### config.mk
export PLATFORM = sky130hd
export DESIGN_NAME = tone_note_decoder
export DESIGN_NICKNAME = d
export VERILOG_FILES = /design/src/rtl/note_pkg.sv /design/src/rtl/tone_period_classifier.sv /design/src/rtl/tone_note_decoder.sv
export SDC_FILE = /design/constraint.sdc
export NUM_CORES = 1
export LEC_CHECK = 0
export BUFFER_PORTS_ARGS = -buffer_cell sky130_fd_sc_hd__buf_2
export CORE_MARGIN = 3
export CORE_UTILIZATION = 44
export CTS_CLUSTER_DIAMETER = 40
export DETAILED_ROUTE_END_ITERATION = 10
export PLACE_DENSITY_LB_ADDON = 0.25
export SETUP_SLACK_MARGIN = 0.5
export SLEW_MARGIN = 10
export SYNTH_ARGS = -nofsm -noshare
export SYNTH_HDL_FRONTEND = slang
export SYNTH_SLANG_ARGS = --single-unit
### constraint.sdc
create_clock -name clk -period 7.55 [get_ports clk]
set_input_delay 1.51 -clock clk [delete_from_list [all_inputs] [get_ports clk]]
set_output_delay 1.51 -clock clk [all_outputs]
set_load 0.02 [all_outputs]
### src/rtl/note_pkg.sv
// Shared note-period table and decoder defaults, common to the buzzer melody player
// and the tone note decoder.
package note_pkg;

  localparam int unsigned CNT_W_DEF     = 17;
  localparam int unsigned DUR_W_DEF     = 11;
  localparam int unsigned TOL_SHIFT_DEF = 6;
  localparam int unsigned LOCK_CNT_DEF  = 4;
  localparam int unsigned NUM_NOTES     = 8;

  typedef enum logic [1:0] {
    StIdle,
    StAcq,
    StLocked
  } state_e;

  // Tone period in clk cycles for note M<idx>.
  function automatic int unsigned note_period(input logic [2:0] idx);
    case (idx)
      3'd0:    return 98800;
      3'd1:    return 95600;
      3'd2:    return 85150;
      3'd3:    return 75850;
      3'd4:    return 71600;
      3'd5:    return 63750;
      3'd6:    return 56800;
      3'd7:    return 50600;
      default: return 0;
    endcase
  endfunction

endpackage

### src/rtl/tone_period_classifier.sv
// Combinational window match of a measured period against the note table; the lowest
// matching index wins.
module tone_period_classifier
  import note_pkg::*;
#(
  parameter int unsigned CNT_W        = CNT_W_DEF,
  parameter int unsigned TOL_SHIFT    = TOL_SHIFT_DEF,
  parameter int unsigned PERIOD_SHIFT = 0
) (
  input  logic [CNT_W-1:0] period_i,
  output logic             hit_o,
  output logic [2:0]       idx_o
);

  logic [31:0] per;
  logic [31:0] ref_p;
  logic [31:0] tol;
  logic [31:0] diff;

  assign per = 32'(period_i);

  // Walk from the top so a lower index overwrites any higher match.
  always_comb begin
    hit_o = 1'b0;
    idx_o = 3'd0;
    ref_p = '0;
    tol   = '0;
    diff  = '0;
    for (int i = NUM_NOTES - 1; i >= 0; i--) begin
      ref_p = note_period(3'(i)) >> PERIOD_SHIFT;
      tol   = ref_p >> TOL_SHIFT;
      diff  = (per >= ref_p) ? (per - ref_p) : (ref_p - per);
      if (diff <= tol) begin
        hit_o = 1'b1;
        idx_o = 3'(i);
      end
    end
  end

endmodule

### src/rtl/tone_note_decoder.sv
// Measures the period of a square-wave tone and decodes it to notes M0..M7 with durations.
// Define TONE_DEGLITCH_EN to reject input pulses of 3 cycles or less (edge latency 6 clk).
module tone_note_decoder
  import note_pkg::*;
#(
  parameter int unsigned CNT_W        = CNT_W_DEF,
  parameter int unsigned DUR_W        = DUR_W_DEF,
  parameter int unsigned TOL_SHIFT    = TOL_SHIFT_DEF,
  parameter int unsigned LOCK_CNT     = LOCK_CNT_DEF,
  // Divides the note table; 0 for real tones, nonzero only for scaled-down runs.
  parameter int unsigned PERIOD_SHIFT = 0
) (
  input  logic             clk,
  input  logic             rst,
  input  logic             tone_in,
  output logic             period_vld,
  output logic [CNT_W-1:0] period_out,
  output logic             note_on,
  output logic [2:0]       note_code,
  output logic             note_start,
  output logic             note_end,
  output logic [DUR_W-1:0] note_dur
);

  localparam int unsigned MCNT_W = $clog2(LOCK_CNT + 1);
  localparam logic [CNT_W-1:0] CntMax = '1;

  logic [1:0] sync_q;
  logic       tone_s;
  logic       rise;

  always_ff @(posedge clk or posedge rst) begin
    if (rst) sync_q <= '0;
    else     sync_q <= {sync_q[0], tone_in};
  end
  assign tone_s = sync_q[1];

`ifdef TONE_DEGLITCH_EN
  logic [3:0] hist_q;
  always_ff @(posedge clk or posedge rst) begin
    if (rst) hist_q <= '0;
    else     hist_q <= {hist_q[2:0], tone_s};
  end
  // One low sample followed by four consecutive highs.
  assign rise = ({hist_q, tone_s} == 5'b01111);
`else
  logic prev_q;
  always_ff @(posedge clk or posedge rst) begin
    if (rst) prev_q <= 1'b0;
    else     prev_q <= tone_s;
  end
  assign rise = tone_s & ~prev_q;
`endif

  state_e              state_q, state_d;
  logic [CNT_W-1:0]    cnt_q, cnt_d;
  logic [2:0]          cand_q, cand_d;
  logic [MCNT_W-1:0]   mcnt_q, mcnt_d;
  logic [MCNT_W-1:0]   mcnt_nxt;
  logic [DUR_W-1:0]    dur_q, dur_d;
  logic                vld_q, vld_d;
  logic [CNT_W-1:0]    per_q, per_d;
  logic [2:0]          code_q, code_d;
  logic                start_q, start_d;
  logic                end_q, end_d;
  logic [DUR_W-1:0]    ndur_q, ndur_d;

  logic [CNT_W-1:0]    meas_period;
  logic                cls_hit;
  logic [2:0]          cls_idx;
  logic                match;
  logic                timeout;

  assign meas_period = (cnt_q == CntMax) ? CntMax : cnt_q + CNT_W'(1);

  tone_period_classifier #(
    .CNT_W       (CNT_W),
    .TOL_SHIFT   (TOL_SHIFT),
    .PERIOD_SHIFT(PERIOD_SHIFT)
  ) u_classifier (
    .period_i(meas_period),
    .hit_o   (cls_hit),
    .idx_o   (cls_idx)
  );

  // A period ending on a saturated counter is never a note.
  assign match   = cls_hit & (cnt_q != CntMax);
  // Fires on the clock that brings the counter to saturation.
  assign timeout = (cnt_q == CntMax - CNT_W'(1));

  always_comb begin
    state_d  = state_q;
    cnt_d    = (cnt_q == CntMax) ? cnt_q : cnt_q + CNT_W'(1);
    cand_d   = cand_q;
    mcnt_d   = mcnt_q;
    mcnt_nxt = '0;
    dur_d    = dur_q;
    vld_d    = 1'b0;
    per_d    = per_q;
    code_d   = code_q;
    start_d  = 1'b0;
    end_d    = 1'b0;
    ndur_d   = ndur_q;

    if (rise) begin
      cnt_d = '0;
      if (state_q == StIdle) begin
        state_d = StAcq;
        cand_d  = 3'd0;
        mcnt_d  = '0;
      end else begin
        vld_d = 1'b1;
        per_d = meas_period;
        case (state_q)
          StAcq: begin
            if (match) begin
              mcnt_nxt = (cls_idx == cand_q) ? mcnt_q + MCNT_W'(1) : MCNT_W'(1);
              cand_d   = cls_idx;
              if (mcnt_nxt == MCNT_W'(LOCK_CNT)) begin
                state_d = StLocked;
                mcnt_d  = '0;
                code_d  = cls_idx;
                start_d = 1'b1;
                dur_d   = DUR_W'(LOCK_CNT);
              end else begin
                mcnt_d = mcnt_nxt;
              end
            end else begin
              mcnt_d = '0;
            end
          end
          StLocked: begin
            if (match && cls_idx == code_q) begin
              dur_d = (dur_q == '1) ? dur_q : dur_q + DUR_W'(1);
            end else begin
              end_d   = 1'b1;
              ndur_d  = dur_q;
              state_d = StAcq;
              if (match) begin
                cand_d = cls_idx;
                mcnt_d = MCNT_W'(1);
              end else begin
                mcnt_d = '0;
              end
            end
          end
          default: ;
        endcase
      end
    end else if (timeout) begin
      state_d = StIdle;
      if (state_q == StLocked) begin
        end_d  = 1'b1;
        ndur_d = dur_q;
      end
    end
  end

  always_ff @(posedge clk or posedge rst) begin
    if (rst) begin
      state_q <= StIdle;
      cnt_q   <= '0;
      cand_q  <= '0;
      mcnt_q  <= '0;
      dur_q   <= '0;
      vld_q   <= 1'b0;
      per_q   <= '0;
      code_q  <= '0;
      start_q <= 1'b0;
      end_q   <= 1'b0;
      ndur_q  <= '0;
    end else begin
      state_q <= state_d;
      cnt_q   <= cnt_d;
      cand_q  <= cand_d;
      mcnt_q  <= mcnt_d;
      dur_q   <= dur_d;
      vld_q   <= vld_d;
      per_q   <= per_d;
      code_q  <= code_d;
      start_q <= start_d;
      end_q   <= end_d;
      ndur_q  <= ndur_d;
    end
  end

  assign period_vld = vld_q;
  assign period_out = per_q;
  assign note_on    = (state_q == StLocked);
  assign note_code  = code_q;
  assign note_start = start_q;
  assign note_end   = end_q;
  assign note_dur   = ndur_q;

endmodule
-- After elaboration in Yosys (flattened, before gate mapping)
Cells that the tools add are included.
- output and inout port bits: 35
- flip-flop bits (word level): 73
- bits of input ports: 3
- equality and inequality tests: 21
- add/subtract/negate cells: 19
- magnitude comparators: 16
- mux-type cells: 69
- reduce and logical (&&, ||, !) cells: 11
- bitwise logic cells: 4
- operators with widths (kind ; number):
    two-way mux 32 bit ; 8
    <= comparator 32 x 11 -> 1 bit, second input constant ; 5
    two-way mux 11 bit ; 10
    <= comparator 32 x 10 -> 1 bit, second input constant ; 3
    subtractor 17 x 17 -> 18 bit, first input constant ; 5
    subtractor 17 x 17 -> 18 bit, second input constant ; 5
    greater-or-equal comparator 17 bit, second input constant ; 5
    subtractor 16 x 17 -> 18 bit, first input constant ; 3
    subtractor 17 x 16 -> 18 bit, second input constant ; 3
    greater-or-equal comparator 17 x 16 -> 1 bit, second input constant ; 3
    two-way mux 17 bit ; 3
    two-way mux 3 bit ; 16
    == test 17 bit, second input constant ; 2
    two-way mux 1 bit ; 22
    one-hot mux 11 bit (2 select lines) ; 1
    adder 17 x 1 -> 17 bit, second input constant ; 1
    inequality test 17 bit, second input constant ; 1
    two-way mux 2 bit ; 6
    inequality test 2 bit, second input constant ; 6
    inequality test 4 bit, second input constant ; 3
    one-hot mux 3 bit (2 select lines) ; 2
    adder 11 x 1 -> 11 bit, second input constant ; 1
    == test 11 bit, second input constant ; 1
    AND reduction 5 bit ; 2
    19 further kinds ; 23

-- Depth between registers and ports, before layout
Gate-level depths: netlist of the first run.
- depth after elaboration: 21
- depth in mapped cells: 30
- mapped depth without buffers: 23

-- Modules after synthesis
Synthesis of the first run repeated with hierarchy kept, for this count alone.
- cells, all modules: 1184
- area total of the unflattened synthesis: 9004.9 um2
- by module, submodules not included (module ; area each (um2) ; instances ; cells each):
    tone_period_classifier ; 5149.9 ; 1 ; 816
    tone_note_decoder ; 3854.9 ; 1 ; 368

-- Worst setup path before layout of the first run
OpenSTA, ideal clock, no wires.
- kind: register -> register
- start: register cnt_q[5]
- end: register dur_q[0]
- buffers on the path: 6
- arrival: 6.209 ns
- cell stages (with the launch flop): 29
- slack: 1.220 ns
- path through: dfrtp_1 > buf_4 > nand4_2 > buf_6 > nor4_1 > nand2_1 > inv_1 > ha_1 > buf_2 > buf_2 > buf_2 > clkbuf_1 > nor2b_1 > inv_1 > ha_1 > nand3b_1 > a2111o_1 > nor4_2 > nand2b_1 > o21ai_2 > mux2i_1 > xnor2_1 > nor4b_1 > o211a_1 > nor2_1 > mux4_2 > or4_1 > a21boi_1 > o22a_1
- word-level cells in the longest chain between the ends: 18
- elaborated cells on any way between the ends: 70
- RTL lines (item ; line ; text):
    start: declaration ; tone_note_decoder.sv:56 ; logic [CNT_W-1:0] cnt_q, cnt_d;
    start signal: assignment ; tone_note_decoder.sv:174 ; cnt_q <= cnt_d;
    == test 17 bit * ; tone_note_decoder.sv:74 ; assign meas_period = (cnt_q == CntMax) ? CntMax : cnt_q + CNT_W'(1);
    two-way mux 17 bit * ; tone_note_decoder.sv:74 ;
    named net meas_period[1] ; tone_note_decoder.sv:68 ; logic [CNT_W-1:0] meas_period;
    subtractor 16 x 17 -> 18 bit (tied with other cells) ; tone_period_classifier.sv:32 ; diff = (per >= ref_p) ? (per - ref_p) : (ref_p - per);
    two-way mux 32 bit ; tone_period_classifier.sv:32 ;
    <= comparator 32 x 10 -> 1 bit ; tone_period_classifier.sv:33 ; if (diff <= tol) begin
    two-way mux 3 bit (8 in series) ; tone_period_classifier.sv:33 ;
    == test 3 bit ; tone_note_decoder.sv:117 ; mcnt_nxt = (cls_idx == cand_q) ? mcnt_q + MCNT_W'(1) : MCNT_W'(1);
    two-way mux 3 bit ; tone_note_decoder.sv:117 ;
    == test 3 bit ; tone_note_decoder.sv:119 ; if (mcnt_nxt == MCNT_W'(LOCK_CNT)) begin
    inequality test 2 bit (no source line) ; - ;
    AND reduction 7 bit (no source line) * ; - ;
    end signal: assignment ; tone_note_decoder.sv:177 ; dur_q <= dur_d;
    end: declaration ; tone_note_decoder.sv:60 ; logic [DUR_W-1:0] dur_q, dur_d;
Mark *: on every way through the listed nets, which the timed path passes. The rest lies on a longest branch.
A chain may end at the register's enable or synchronous reset.

-- Worst setup path in the final report of the first run
- start: register cnt_q[0]
- end: register dur_q[0]
- word-level cells in the longest chain between the ends: 18
- elaborated cells on any way between the ends: 70
- RTL lines (item ; line):
    adder 17 x 1 -> 17 bit or == test 17 bit (tied branches) ; tone_note_decoder.sv:74
    two-way mux 17 bit ; tone_note_decoder.sv:74
    subtractor 16 x 17 -> 18 bit (tied with other cells) ; tone_period_classifier.sv:32
    two-way mux 32 bit ; tone_period_classifier.sv:32
    <= comparator 32 x 10 -> 1 bit ; tone_period_classifier.sv:33
    two-way mux 3 bit (8 in series) ; tone_period_classifier.sv:33
    == test 3 bit ; tone_note_decoder.sv:117
    two-way mux 3 bit ; tone_note_decoder.sv:117
    == test 3 bit ; tone_note_decoder.sv:119
    inequality test 2 bit (no source line) ; -
    AND reduction 7 bit (no source line) * ; -
Every way passes the cells marked *; elsewhere a longest branch is shown, timed or not.

==> results.tsv, run 1 <==
metric	value	unit
status	finished, final reports clean	
H-Tree Depth	3	
Mapped Cells	1235	
worst setup margin	0.864	ns
r2r worst-path depth	21	
Critical R2R Launch	cnt_q[0]$_DFFE_PP0P_	
TritonRoute pass-1 iters	5	
first-pass GRT wire length	56900	µm
dpl ws	0.386	ns
RePlAce Congestion	1.02	
die span in x	150	µm
Final min period	6.69	ns
design area	10100	µm²
post-route ant nets	0	
CTS Root Cell	clkbuf_16	
Tot Pwr	1.57	mW
cts hold-fix bufs	0	
Worst Hold End	sync_q[1]$_DFF_PP0_	
site row count	52	
clock latency on the worst-skew pair	0.34	ns
final setup TNS	0	ns
antenna cell count	0	
P per Cell Area	156	nW/µm²
cell family contributing the most delay on the critical path	simple AND/OR/NAND/NOR gates	
Max-slew headroom	30.1	%
initial core utilization	45.1	%
Port Buffers	37	
core box area	20400	µm²
CTS tree	yes	
Critical Path AT	6.91	ns
fill cell count	2029	
DRT iter0 DRCs	1189	
Syn-to-layout area delta	9.64	%
placed cell area	9700	µm²
worst-case vdd ir drop	0.142	mV
CP max stage delay	0.62	ns
CP Data Required Time	7.77	ns
fmax	150	MHz
Syn Area/Cell	7.44	µm²
RSZ-0062 raised after global routing	false	
CP startpoint kind	flop	
initial antenna violation count	0	
clock buffer depth	2	
Final HPWL DP	26600	µm
largest net degree at the start of global routing	74	
layout net count	1256	
CP Max Fanout	20	
Seq/Total Area, Yosys	19.9	%
Hold Fails Final Rpt	0	
full die area	22600	µm²
DR vias	10500	
vias in the first global route	9819	
max-slew violations	0	
grt ovf	0	
WS Path Type	reg2reg	
final core occ	49.5	%
Async SR Flop Fraction	100	%
Pleak	3.99	nW
CTS clk-pin slew, worst paths	0.06	ns
Synth Register Bits	73	
Crit-path slowest cell	mux4_2	
capture point of the worst reg-to-reg path	dur_q[0]$_DFFE_PP0P_	
Yosys cell types	106	
Hold Crit Depth	0	
# setup viols final	0	
# IOs	38	
Clock Sinks	73	
Slew @ Worst Pin	1.05	ns
R2R Setup Slk	0.86	ns
ys flop type	dfrtp_1	
buffer and inverter count on the worst path	3	
hold_sp	sync_q[0]$_DFF_PP0_	
crit-path cells	ha_1 > and3_1 > nand2_1 > inv_1 > ha_4 > buf_4 > nor2b_1 > buf_4 > ha_1 > nand3_1 > nor2_1 > o21a_1 > o211ai_1 > o41ai_1 > a311oi_1 > or4_1 > nor2b_1 > mux4_2 > or4_1 > a21boi_1 > o22a_1	
Mapped Nets	1252	
Hold Path Class	reg2reg	
crit share post-route	88.6	%
EDFF count, synth	0	
layout cells sized above 1	15.7	%
CTS buffer count	9	
Mapped Area	9190	µm²
die height	150	µm
Synth Warn #	0	
Remaining DRCs	0	
vias per inst	6.94	
maxcap violations	0	
Crit. End Element	flop	
Worst Clk Skew	0.0136	ns
Total GRT Usage	32.0	%
Post-Route WL	36500	µm
WL per Instance	24.1	µm
[power breakdown]
group / internal (mW) / total, mW / switching, mW
registers: 0.409 / 0.423 / 0.0142
clock network: 0.291 / 0.462 / 0.171
logic: 0.213 / 0.681 / 0.468
[sequential cells by signal (all words and copies together) (netlist names)]
name / count
state_q: 2
note_end: 1
prev_q: 1
dur_q: 11
note_code: 3
period_vld: 1
cand_q: 3
period_out: 17
note_start: 1
note_dur: 11
cnt_q: 17
sync_q: 2
mcnt_q: 3
[cells in the mapped netlist, types with 7 or more instances]
| library cell | instances | area, µm² |
|---|---|---|
| ha_1 | 14 | 175 |
| o41ai_1 | 9 | 78.8 |
| or2_2 | 7 | 43.8 |
| o211ai_1 | 16 | 120 |
| nand2b_1 | 12 | 75.1 |
| a31oi_1 | 31 | 194 |
| and3_1 | 12 | 75.1 |
| o2111ai_1 | 7 | 61.3 |
| nand3_1 | 47 | 235 |
| nor2b_1 | 12 | 75.1 |
| nand2_1 | 101 | 379 |
| o311ai_0 | 8 | 70.1 |
| inv_1 | 22 | 82.6 |
| nor2_1 | 105 | 394 |
| mux2i_1 | 23 | 230 |
| nand4_1 | 17 | 106 |
| nor4b_1 | 7 | 61.3 |
| xor2_1 | 9 | 78.8 |
| o21a_1 | 8 | 60.1 |
| buf_2 | 31 | 155 |
| a221oi_1 | 9 | 78.8 |
| or3_1 | 19 | 119 |
| dfrtp_1 | 73 | 1830 |
| xnor2_1 | 61 | 534 |
| buf_4 | 10 | 75.1 |
| nor3_1 | 49 | 245 |
| a21oi_1 | 83 | 415 |
| a21o_1 | 12 | 90.1 |
| a211oi_1 | 20 | 150 |
| a21boi_0 | 7 | 52.6 |
| buf_1 | 9 | 33.8 |
| a31o_2 | 7 | 61.3 |
| clkbuf_1 | 56 | 210 |
| nor4_1 | 27 | 169 |
| and4_1 | 7 | 61.3 |
| o21ai_0 | 98 | 490 |
| and2_1 | 12 | 75.1 |
| o31ai_1 | 19 | 143 |
| mux2_2 | 12 | 135 |
[layout by cell type, fill, tap and decap left out, types with 8 or more instances in the layout]
cell type  netlist  layout
buf_4           10      64
nor3_1          49      48
nor4_1          27      26
mux2i_1         23      21
a211oi_1        20      20
a31oi_1         31      31
a21o_1          12      12
o211ai_1        16      16
nand4_1         17      17
o21a_1           8       8
nand2b_1        12      12
nor2b_1         12      12
nand3_1         47      47
or3_1           19      19
dfrtp_1         73      70
nor2_1         105     105
a221oi_1         9       9
xor2_1           9       9
mux2_2          12      12
o21ai_0         98      97
clkbuf_16        0       9
inv_1           22      21
xnor2_1         61      61
and2_1          12      11
o31ai_1         19      19
buf_2           31      37
o311ai_0         8       8
ha_1            14      12
a21oi_1         83      83
nand2_1        101     100
o41ai_1          9       9
and3_1          12      11
[timing repair]
action | in CTS | in global routing
setup buffers | 2 | 0
endpoints found under the setup margin | 15 | 35
gates resized for setup | 3 | 8
pin swaps | 1 | 0
[kinds of logic after synthesis]
logic type / synth area share [%]
flops: 19.9
fa+ha+maj: 1.91
xor+xnor: 6.67
buf+inv: 6.35
compound gates: 32.2
simple gates: 27.8
mux: 5.12
[metal layers]
| metal | track usage [%] | share of wire, % |
|---|---|---|
| met1 | 41.8 | 40 |
| met2 | 49.4 | 44 |
| met3 | 6.47 | 10 |
| met4 | 18.1 | 6.1 |
| met5 | 0 | 0 |
[final cells by class]
cell class	instances	area, µm²	area share, %
tap	270	338	3.35
inverter	23	87.6	0.870
clock inverter	6	91.3	0.907
timing repair buffer	101	666	6.61
multi-input combinational	1031	6830	67.8
sequential	73	1830	18.2
clock buffer	10	229	2.27
[worst max path at each step]
stage                               from                       to  cells past startpoint
floorplan           cnt_q[5]$_DFFE_PP0P_     dur_q[0]$_DFFE_PP0P_                     28
global placement    cnt_q[4]$_DFFE_PP0P_  note_dur[9]$_DFFE_PP0P_                     22
detailed placement  cnt_q[4]$_DFFE_PP0P_  note_dur[6]$_DFFE_PP0P_                     22
CTS                 cnt_q[6]$_DFFE_PP0P_     dur_q[0]$_DFFE_PP0P_                     22
global route        cnt_q[6]$_DFFE_PP0P_     dur_q[0]$_DFFE_PP0P_                     22
finish              cnt_q[0]$_DFFE_PP0P_     dur_q[0]$_DFFE_PP0P_                     21
[per-stage QoR]
| stage | hold WS, ns | cells |
|---|---|---|
| 2_1_floorplan | 0.331 | 1235 |
| 3_3_place_gp | 0.333 | 1496 |
| 3_5_place_dp | 0.339 | 1496 |
| 4_1_cts | 0.352 | 1514 |
| 5_1_grt | 0.353 | 1514 |
| 6_report | 0.352 | 1514 |
Power figures use the tool's default switching activity.
==> inputs of run 2 (changes only) <==
--- a/config.mk
+++ b/config.mk
@@ -6,6 +6,7 @@
 export NUM_CORES = 1
 export LEC_CHECK = 0
 export BUFFER_PORTS_ARGS = -buffer_cell sky130_fd_sc_hd__buf_2
+export CORE_ASPECT_RATIO = 0.8
 export CORE_MARGIN = 3
 export CORE_UTILIZATION = 44
 export CTS_CLUSTER_DIAMETER = 40
==> run 2 against run 1 <==
Net effect: final cell count down 0.66%; combinational power up 1%; non-clock buffer count down 4; first-iteration DRC count up 65%; core utilization up 0.61 points; worst hold slack worse by 0.0059 ns; critical endpoint unchanged; worst setup slack worse by 0.22 ns; clock-buffer cell count down 1; register-to-register slack worse by 0.22 ns; fmax down 3.2%; sequential power about the same; global-route usage down 0.64 points.
==> results.tsv, run 2 (synthesis gave the netlist of run 1 again) <==
metric	value	unit
final instance count without filler cells	1504	
Post-Route WL	37000	µm
buffer and inverter count on the worst path	5	
most frequent cells in the layout	nor2_1, nand2_1, o21ai_0	
Crit-path slowest cell	nor3_1	
DRT iter0 DRCs	1964	
CP Max Fanout	21	
vias in the first global route	9682	
max-slew violations	0	
most used cell along the critical path	inv_1	
clock buffer depth	2	
site row count	46	
capture point of the worst reg-to-reg path	dur_q[0]$_DFFE_PP0P_	
Syn-to-layout area delta	9.79	%
RePlAce Congestion	1.03	
die height	135	µm
status	finished, final reports clean	
post-route ant nets	0	
Total GRT Usage	31.4	%
Critical Path AT	7.13	ns
placed cell area	9660	µm²
Pleak	3.99	nW
H-Tree Depth	3	
crit share post-route	91.5	%
final setup TNS	0	ns
Slew @ Worst Pin	1.26	ns
# setup viols final	0	
CTS buffer count	9	
full die area	22700	µm²
fmax	145	MHz
design area	10100	µm²
CP startpoint kind	flop	
commonest non-fill, non-tap cell in the layout	nor2_1	
Hold Fails Final Rpt	0	
CTS tree	yes	
CTS clk-pin slew, worst paths	0.07	ns
Max-slew headroom	15.4	%
Port Buffers	37	
WS Path Type	reg2reg	
maxcap violations	0	
initial core utilization	45.6	%
Final min period	6.91	ns
largest net degree at the start of global routing	74	
die span in x	168	µm
CTS Root Cell	clkbuf_16	
initial antenna violation count	0	
grt ovf	0	
layout cells sized above 1	15.9	%
CP Depth	22	
vias per inst	7.02	
Hold Path Class	reg2reg	
Clock Sinks	73	
crit-path cells	ha_1 > and3_1 > nand2_1 > inv_1 > ha_2 > inv_1 > a22oi_1 > buf_4 > nor3_1 > nand3_1 > o2111ai_2 > buf_4 > and2_1 > o311ai_0 > a22oi_1 > nor4bb_2 > a31o_2 > inv_1 > mux4_2 > or4_1 > a21boi_1 > o22a_1	
Placed Instances	1487	
Critical R2R Launch	cnt_q[0]$_DFFE_PP0P_	
cell family contributing the most delay on the critical path	simple AND/OR/NAND/NOR gates	
RSZ-0062 raised after global routing	false	
Crit. End Element	flop	
CP startpoint	cnt_q[0]$_DFFE_PP0P_	
CP Data Required Time	7.77	ns
DR vias	10600	
CP Capture Point	dur_q[0]$_DFFE_PP0P_	
layout net count	1252	
R2R Setup Slk	0.64	ns
Final HPWL DP	26200	µm
TritonRoute pass-1 iters	8	
core box area	20100	µm²
first-pass GRT wire length	56900	µm
WL per Instance	24.6	µm
clock latency on the worst-skew pair	0.34	ns
CP max stage delay	0.64	ns
P per Cell Area	156	nW/µm²
worst-case vdd ir drop	0.136	mV
r2r worst-path depth	22	
fill cell count	2013	
# IOs	38	
Worst Clk Skew	0.0135	ns
antenna cell count	0	
Remaining DRCs	0	
run 2: cell types whose count changed in the layout (fill, tap and decap cells not counted), moves of 2 or more:
cell        change
nor3_2          +2
clkinvlp_4      -2
o41ai_2         +2
buf_4           -6
o41ai_1         -2
dfrtp_1         +2
inv_6           +2
nor3_1          -2
run 2: power by group:
part	switching, mW	internal [mW]	total [mW]
combinational	0.470	0.221	0.691
sequential	0.0130	0.409	0.422
clock	0.199	0.263	0.462
total	0.682	0.892	1.57
run 2: what timing repair did:
action,in CTS,in global routing
gates cloned,0,0
hold buffers,0,0
setup endpoints to repair,13,35
resized for setup,2,17
setup buffers,1,0
pin swaps,1,0
run 2: layout make-up:
cell class	count	area, µm²	area share, %
timing repair buffer	97	652	6.46
sequential	73	1830	18.1
tap	264	330	3.28
inverter	23	87.6	0.868
multi-input combinational	1031	6880	68.2
clock buffer	9	225	2.23
clock inverter	7	83.8	0.831
run 2: layer usage:
metal	global-route usage [%]	routed length, µm
met1	46.2	16100
met4	11.8	1520
met3	7.93	4980
met2	44.0	14500
met5	0	0
run 2: how the worst min path moves through the flow:
stage | slack, ns | end | from | cells after the start
6_report | 0.35 | sync_q[1]$_DFF_PP0_ | sync_q[0]$_DFF_PP0_ | 0
3_5_place_dp | 0.34 | sync_q[1]$_DFF_PP0_ | sync_q[0]$_DFF_PP0_ | 0
2_1_floorplan | 0.33 | sync_q[1]$_DFF_PP0_ | sync_q[0]$_DFF_PP0_ | 0
4_1_cts | 0.34 | sync_q[1]$_DFF_PP0_ | sync_q[0]$_DFF_PP0_ | 0
5_1_grt | 0.37 | sync_q[1]$_DFF_PP0_ | sync_q[0]$_DFF_PP0_ | 0
3_3_place_gp | 0.33 | sync_q[1]$_DFF_PP0_ | sync_q[0]$_DFF_PP0_ | 0
run 2: stage by stage:
stage	power [mW]	worst slack, ns	hold slack [ns]	utilization [%]
after floorplan	0.886	1.22	0.331	-
after global placement	1.08	0.556	0.332	48.0
after detailed placement	1.08	0.425	0.336	48.0
after CTS	1.55	0.538	0.344	49.6
after global routing	1.65	0.434	0.371	50.1
final	1.57	0.640	0.346	50.1
